[config.mk]
export PLATFORM = sky130hd
export DESIGN_NAME = iterative_multdiv_flat
export DESIGN_NICKNAME = d
export VERILOG_FILES = /design/src/rtl/iterative_multdiv_if.sv /design/src/rtl/iterative_multdiv.sv /design/src/flat_wrapper.sv
export SDC_FILE = /design/constraint.sdc
export NUM_CORES = 1
export LEC_CHECK = 0
export CORE_ASPECT_RATIO = 1.75
export CORE_MARGIN = 4
export CORE_UTILIZATION = 55
export CTS_BUF_LIST = sky130_fd_sc_hd__clkbuf_16
export DETAILED_ROUTE_END_ITERATION = 7
export HOLD_SLACK_MARGIN = 0.15
export PLACE_DENSITY = 0.78
export SLEW_MARGIN = 20
export SYNTH_ARGS = -nofsm -noshare
export SYNTH_HDL_FRONTEND = slang
export SYNTH_SLANG_ARGS = --single-unit
[constraint.sdc]
create_clock -name clock -period 4 [get_ports clock]
set_input_delay 0.8 -clock clock [delete_from_list [all_inputs] [get_ports clock]]
set_output_delay 0.8 -clock clock [all_outputs]
set_load 0.01 [all_outputs]
[src/rtl/iterative_multdiv_if.sv]
// rtl/iterative_multdiv_if.sv - operand/control/result bundle between execute stage and mult/div unit
interface iterative_multdiv_if #(
    parameter int WIDTH = 32
);
    logic [WIDTH-1:0] data_operandA;
    logic [WIDTH-1:0] data_operandB;
    logic             ctrl_MULT;
    logic             ctrl_DIV;
    logic [WIDTH-1:0] data_result;
    logic             data_exception;
    logic             data_resultRDY;
    logic             busy;

    modport master (
        output data_operandA, data_operandB, ctrl_MULT, ctrl_DIV,
        input  data_result, data_exception, data_resultRDY, busy
    );

    modport slave (
        input  data_operandA, data_operandB, ctrl_MULT, ctrl_DIV,
        output data_result, data_exception, data_resultRDY, busy
    );
endinterface

[src/rtl/iterative_multdiv.sv]
// rtl/iterative_multdiv.sv - iterative signed multiply (radix-2 Booth) / divide (restoring), WIDTH cycles per op
module iterative_multdiv #(
    parameter int WIDTH = 32
) (
    input  logic               clock,
    input  logic               reset,
    iterative_multdiv_if.slave bus
);
    localparam int            CW      = $clog2(WIDTH);
    localparam logic [CW-1:0] LAST    = CW'(WIDTH - 1);
    localparam logic [WIDTH-1:0] MIN_NEG = {1'b1, {(WIDTH-1){1'b0}}};

    typedef enum logic [1:0] {S_IDLE, S_BUSY, S_DONE} state_t;
    state_t r_state, w_state_next;

    logic [CW-1:0]    r_count;
    logic             r_is_div;
    logic             r_neg;
    logic [WIDTH-1:0] r_op_a;
    logic [WIDTH-1:0] r_op_b;
    logic [WIDTH-1:0] r_divisor;
    logic [WIDTH-1:0] r_quo;
    logic [WIDTH-1:0] r_rem;
    logic [2*WIDTH:0] r_prod;
    logic [WIDTH-1:0] r_result;
    logic             r_exception;

    logic w_start;
    logic w_last;
    assign w_start = bus.ctrl_MULT | bus.ctrl_DIV;
    assign w_last  = (r_count == LAST);

    logic [WIDTH-1:0] w_mag_a;
    logic [WIDTH-1:0] w_mag_b;
    assign w_mag_a = bus.data_operandA[WIDTH-1] ? -bus.data_operandA : bus.data_operandA;
    assign w_mag_b = bus.data_operandB[WIDTH-1] ? -bus.data_operandB : bus.data_operandB;

    // Booth step: the add is done one bit wider so the arithmetic shift keeps the true sign
    // even when the multiplicand is the most negative value.
    logic [WIDTH:0]   w_upper;
    logic [WIDTH:0]   w_mcand_x;
    logic [WIDTH:0]   w_sum;
    logic [2*WIDTH:0] w_prod_next;
    assign w_upper     = {r_prod[2*WIDTH], r_prod[2*WIDTH:WIDTH+1]};
    assign w_mcand_x   = {r_op_a[WIDTH-1], r_op_a};
    assign w_prod_next = {w_sum, r_prod[WIDTH:1]};

    always_comb begin
        w_sum = w_upper;
        case (r_prod[1:0])
            2'b01:   w_sum = w_upper + w_mcand_x;
            2'b10:   w_sum = w_upper - w_mcand_x;
            default: w_sum = w_upper;
        endcase
    end

    logic [WIDTH:0]   w_rem_sh;
    logic [WIDTH:0]   w_diff;
    logic [WIDTH-1:0] w_rem_next;
    logic [WIDTH-1:0] w_quo_next;
    assign w_rem_sh   = {r_rem, r_quo[WIDTH-1]};
    assign w_diff     = w_rem_sh - {1'b0, r_divisor};
    assign w_rem_next = w_diff[WIDTH] ? w_rem_sh[WIDTH-1:0] : w_diff[WIDTH-1:0];
    assign w_quo_next = {r_quo[WIDTH-2:0], ~w_diff[WIDTH]};

    // Product bits [2W-1:W-1] must all match for the result to fit in W signed bits.
    logic [WIDTH:0]   w_prod_hi;
    logic             w_mul_exc;
    logic [WIDTH-1:0] w_quo_signed;
    logic [WIDTH-1:0] w_final_result;
    logic             w_final_exc;
    assign w_prod_hi    = w_prod_next[2*WIDTH:WIDTH];
    assign w_mul_exc    = ~((&w_prod_hi) | ~(|w_prod_hi));
    assign w_quo_signed = r_neg ? -w_quo_next : w_quo_next;

    always_comb begin
        w_final_result = w_quo_signed;
        w_final_exc    = 1'b0;
        if (!r_is_div) begin
            w_final_result = w_prod_next[WIDTH:1];
            w_final_exc    = w_mul_exc;
        end else if (r_op_b == '0) begin
            w_final_result = '0;
            w_final_exc    = 1'b1;
        end else if (r_op_a == MIN_NEG && (&r_op_b)) begin
            w_final_result = MIN_NEG;
            w_final_exc    = 1'b1;
        end
    end

    always_ff @(posedge clock) begin
        if (reset) begin
            r_state <= S_IDLE;
        end else begin
            r_state <= w_state_next;
        end
    end

    always_comb begin
        w_state_next = r_state;
        if (w_start) begin
            w_state_next = S_BUSY;
        end else begin
            case (r_state)
                S_IDLE:  w_state_next = S_IDLE;
                S_BUSY:  w_state_next = w_last ? S_DONE : S_BUSY;
                S_DONE:  w_state_next = S_IDLE;
                default: w_state_next = S_IDLE;
            endcase
        end
    end

    always_comb begin
        bus.busy           = 1'b0;
        bus.data_resultRDY = 1'b0;
        case (r_state)
            S_BUSY:  bus.busy = 1'b1;
            S_DONE:  bus.data_resultRDY = 1'b1;
            default: bus.busy = 1'b0;
        endcase
    end

    assign bus.data_result    = r_result;
    assign bus.data_exception = r_exception;

    // A start takes priority over an in-flight iteration, which is how restarts abort.
    always_ff @(posedge clock) begin
        if (reset) begin
            r_count     <= '0;
            r_is_div    <= 1'b0;
            r_neg       <= 1'b0;
            r_op_a      <= '0;
            r_op_b      <= '0;
            r_divisor   <= '0;
            r_quo       <= '0;
            r_rem       <= '0;
            r_prod      <= '0;
            r_result    <= '0;
            r_exception <= 1'b0;
        end else if (w_start) begin
            r_count   <= '0;
            r_is_div  <= ~bus.ctrl_MULT;
            r_neg     <= bus.data_operandA[WIDTH-1] ^ bus.data_operandB[WIDTH-1];
            r_op_a    <= bus.data_operandA;
            r_op_b    <= bus.data_operandB;
            r_divisor <= w_mag_b;
            r_quo     <= w_mag_a;
            r_rem     <= '0;
            r_prod    <= {{WIDTH{1'b0}}, bus.data_operandB, 1'b0};
        end else if (r_state == S_BUSY) begin
            r_count <= r_count + 1'b1;
            if (r_is_div) begin
                r_rem <= w_rem_next;
                r_quo <= w_quo_next;
            end else begin
                r_prod <= w_prod_next;
            end
            if (w_last) begin
                r_result    <= w_final_result;
                r_exception <= w_final_exc;
            end
        end
    end
endmodule

[src/flat_wrapper.sv]
// flat-port wrapper written by rule: the top's interface ports become plain ports
module iterative_multdiv_flat 
#(
    parameter int WIDTH = 32
)
  (clock, reset, bus_data_operandA, bus_data_operandB, bus_ctrl_MULT, bus_ctrl_DIV, bus_data_result, bus_data_exception, bus_data_resultRDY, bus_busy);
  iterative_multdiv_if #(.WIDTH(WIDTH)) bus_i ();
  input  logic clock;
  input  logic reset;
  input wire logic [$bits(bus_i.data_operandA)-1:0] bus_data_operandA;
  input wire logic [$bits(bus_i.data_operandB)-1:0] bus_data_operandB;
  input wire logic [$bits(bus_i.ctrl_MULT)-1:0] bus_ctrl_MULT;
  input wire logic [$bits(bus_i.ctrl_DIV)-1:0] bus_ctrl_DIV;
  output wire logic [$bits(bus_i.data_result)-1:0] bus_data_result;
  output wire logic [$bits(bus_i.data_exception)-1:0] bus_data_exception;
  output wire logic [$bits(bus_i.data_resultRDY)-1:0] bus_data_resultRDY;
  output wire logic [$bits(bus_i.busy)-1:0] bus_busy;
  assign bus_i.data_operandA = bus_data_operandA;
  assign bus_i.data_operandB = bus_data_operandB;
  assign bus_i.ctrl_MULT = bus_ctrl_MULT;
  assign bus_i.ctrl_DIV = bus_ctrl_DIV;
  assign bus_data_result = bus_i.data_result;
  assign bus_data_exception = bus_i.data_exception;
  assign bus_data_resultRDY = bus_i.data_resultRDY;
  assign bus_busy = bus_i.busy;
  iterative_multdiv #(.WIDTH(WIDTH)) u_core (.clock(clock), .reset(reset), .bus(bus_i));
endmodule
==> impl_metrics.tcl <==
set metrics [dict create \
    place_worst_setup_slack_ps -495 \
    io_pins 103 \
    die_h_um 242 \
    worst-path-buf-inv 1 \
    ys_top_cells_by_area "dfxtp_1, nand2_1, nor2_1" \
    grtUsageTotal_pct 31.7 \
    cp-start-kind "flip-flop" \
    rsz0062_at_grt "true" \
    fill_cells 2569 \
    wl_per_cell_um 19.4 \
    multi_input_area_um2 11500 \
    drt-total-wl_mm 56.7 \
    drcViolationCount 0 \
    synth_top_area_share_pct 31.0 \
    critPathLaunch "u_core.r_op_a[13]" \
    die_w_um 142 \
    place_congestion 0.963 \
    final.setup.tns_ps -350 \
    clock_latency_ps 560 \
    skew_ps 23.0 \
    grt_max_degree 196 \
    synthesis.nets 2433 \
    peakVddDrop_v 0.000370 \
    antenna_found_initial 0 \
    timing.rr.end "u_core.bus.data_exception" \
    avgSynthCellArea_um2 7.49 \
    grt_overflow 0 \
    cts_tree "yes" \
    async_flop_share_pct 0 \
    setup_viol 2 \
    p_total_w 0.00710 \
    synth_seq_area_share_pct 31.0 \
    first_global_vias 17664 \
    slowest_stage "or4_4" \
    ant_nets 0 \
    r2r_start "u_core.r_op_a[13]" \
    fmax_ghz 0.233 \
    synth_edf_count 0 \
    crit_path_end "u_core.bus.data_exception" \
    regArea_um2 5330 \
    endpoint_kind "flip-flop" \
    path_cells "or4_4 > nor3_4 > buf_6 > nand3_4 > nor2_4 > nor2_1 > xnor2_1 > ha_1 > nand4_1 > nor2_1 > a22oi_1 > and2_1 > nand2_2 > or4b_1 > and3_4 > nor4_2 > nand4_1 > o41a_1 > a21o_1" \
    synth_warnings 0 \
    coreArea_um2 30700 \
    period_needed_ps 4300 \
    final_common_cell "nand2_1" \
    slew_headroom_pct 28.5 \
    firstDrtPassIters 7 \
    die-area_um2 34200 \
    tightest_slew_ps 1070 \
    start_util_pct 55.8 \
    syn2layout_area_growth_pct 23.9 \
    final_cell_mix "nand2_1, nor2_1, dfxtp_1" \
    cp.depth 19 \
    vias_per_cell 6.19 \
    finalHoldViolCount 0 \
    hold_path_class "flip-flop to flip-flop" \
    path_delay_family "simple AND/OR/NAND/NOR gates" \
    netlist_instances 2292 \
    yosysTopAreaCell "dfxtp_1" \
    reg2reg_slack_ps -300 \
    netlist_area_um2 17200 \
    power_leakage_nw 8.37 \
    via_count 18055 \
    cts_made_buffers 24 \
    layout.nets 2650 \
    rows 85 \
    h-tree-depth 1 \
    outcome "finished, violations left" \
    dp_hpwl_mm 41.3 \
    cts_hold_buf 0 \
    cts-root-buf "clkbuf_16" \
    portBuffers 102 \
    cap_violations 0 \
    powerDensity_nw_per_um2 334 \
    path_clk_slew_ps 70 \
    critical_path_required_ps 4460 \
    worstSetupPathType "flip-flop to flip-flop" \
    crit_fanout 3 \
    drtIter0Drc 1397 \
    grt_pass1_wl_mm 89.9 \
    synth.distinct_cells 83 \
    arrival_ps 4760 \
    fin_crit_sh_pct 107 \
    setup_ws_ps -298 \
    antenna_cells 0 \
    dpl_cell_area_um2 19900 \
    cts_buffer_depth 3 \
    cts.sinks 266 \
    drv_slew 0 \
    post-route-util_pct 69.2 \
    drive_gt1_share_pct 15.8 \
    synth-main-ff-cell "dfxtp_1" \
    violations "negative setup slack" \
    max_stage_delay_ps 560 \
    ys_seq_elements 266 \
    fin_area_um2 21300 \
    rr_worst_depth 19 \
]
[stage by stage]
step | hold WS (ps) | std cells
after CTS | 459 | 2916
after global routing | 488 | 2918
after floorplan | 432 | 2292
final | 462 | 2918
after detailed placement | 450 | 2857
after global placement | 442 | 2857
[tightest hold or removal path, stage by stage, from the launching register on]
cell,delay [ps]
dfxtp_1,310
nand2_1,50
a21oi_1,50
[what timing repair did]
action,in CTS,in global routing
resized for setup,66,36
setup buffers,15,1
gates cloned,0,0
pin swaps,50,26
endpoints found under the setup margin,12,21
[area by class of cell]
class | instances | share of cell area, %
multi-input combinational | 1809 | 54.3
tap | 391 | 2.30
clock buffer | 24 | 2.83
sequential | 266 | 25.1
inverter | 66 | 1.18
timing repair buffer | 342 | 13.6
clock inverter | 20 | 0.742
[power breakdown]
part / switching [W] / internal, W / leakage (nW)
combinational: 0.00103 / 0.000819 / 5.80
clock: 0.00109 / 0.00123 / 0.380
sequential: 0.000163 / 0.00278 / 2.19
total: 0.00228 / 0.00483 / 8.37
[flip-flops by register name, summed over array words and instances (netlist names)]
name                       flops
u_core.r_op_a                 32
u_core.r_quo                  32
u_core.r_prod                 65
u_core.r_state                 2
u_core.r_op_b                 31
u_core.r_count                 5
u_core.r_is_div                1
u_core.r_rem                  32
u_core.r_divisor              32
u_core.bus.data_result        32
u_core.bus.data_exception      1
u_core.r_neg                   1
[kinds of logic after synthesis]
logic type | share of synthesized area, %
AOI/OAI and AO/OA | 24.2
and+or+nand+nor | 24.8
DFF | 31.0
adders and majority gates | 5.41
muxes | 2.12
xor gates and xnor gates | 7.66
buffers and inverters | 4.81
[how the worst min path moves through the flow]
stage / start / end / cells past startpoint
finish: u_core.r_prod[0] / u_core.r_prod[0] / 2
global route: u_core.r_op_b[18] / u_core.r_op_b[18] / 2
CTS: u_core.r_prod[0] / u_core.r_prod[0] / 2
detailed placement: u_core.r_prod[0] / u_core.r_prod[0] / 2
global placement: u_core.r_prod[0] / u_core.r_prod[0] / 2
floorplan: u_core.r_divisor[21] / u_core.r_divisor[21] / 2
[synth_stat cells (12+ instances only)]
master and instances:
nor2b_1 12, nand2_1 417, o31ai_1 24, a31oi_1 16
nor4_1 20, a21o_1 27, nor3_1 70, a211oi_1 64
mux2i_1 33, o21ai_0 74, o21a_1 24, dfxtp_1 266
o211ai_1 15, nand2b_1 20, nand3_1 24, a311oi_1 78
nor2_1 273, a21oi_1 164, xor2_1 41, and3_1 12
a221oi_1 21, ha_1 71, buf_1 17, inv_1 64
nand4_1 29, xnor2_1 109, clkbuf_1 126, or3_1 19
[routing by layer]
metal / GRT usage, % / vias to the layer above / share of wire [%]
li1: - / 8624 / -
met1: 35.9 / 8486 / 37
met2: 55.3 / 729 / 50
met3: 3.22 / 216 / 5.4
met4: 21.2 / 0 / 7.8
met5: 0 / - / 0
(Power assumes the default switching activity.)
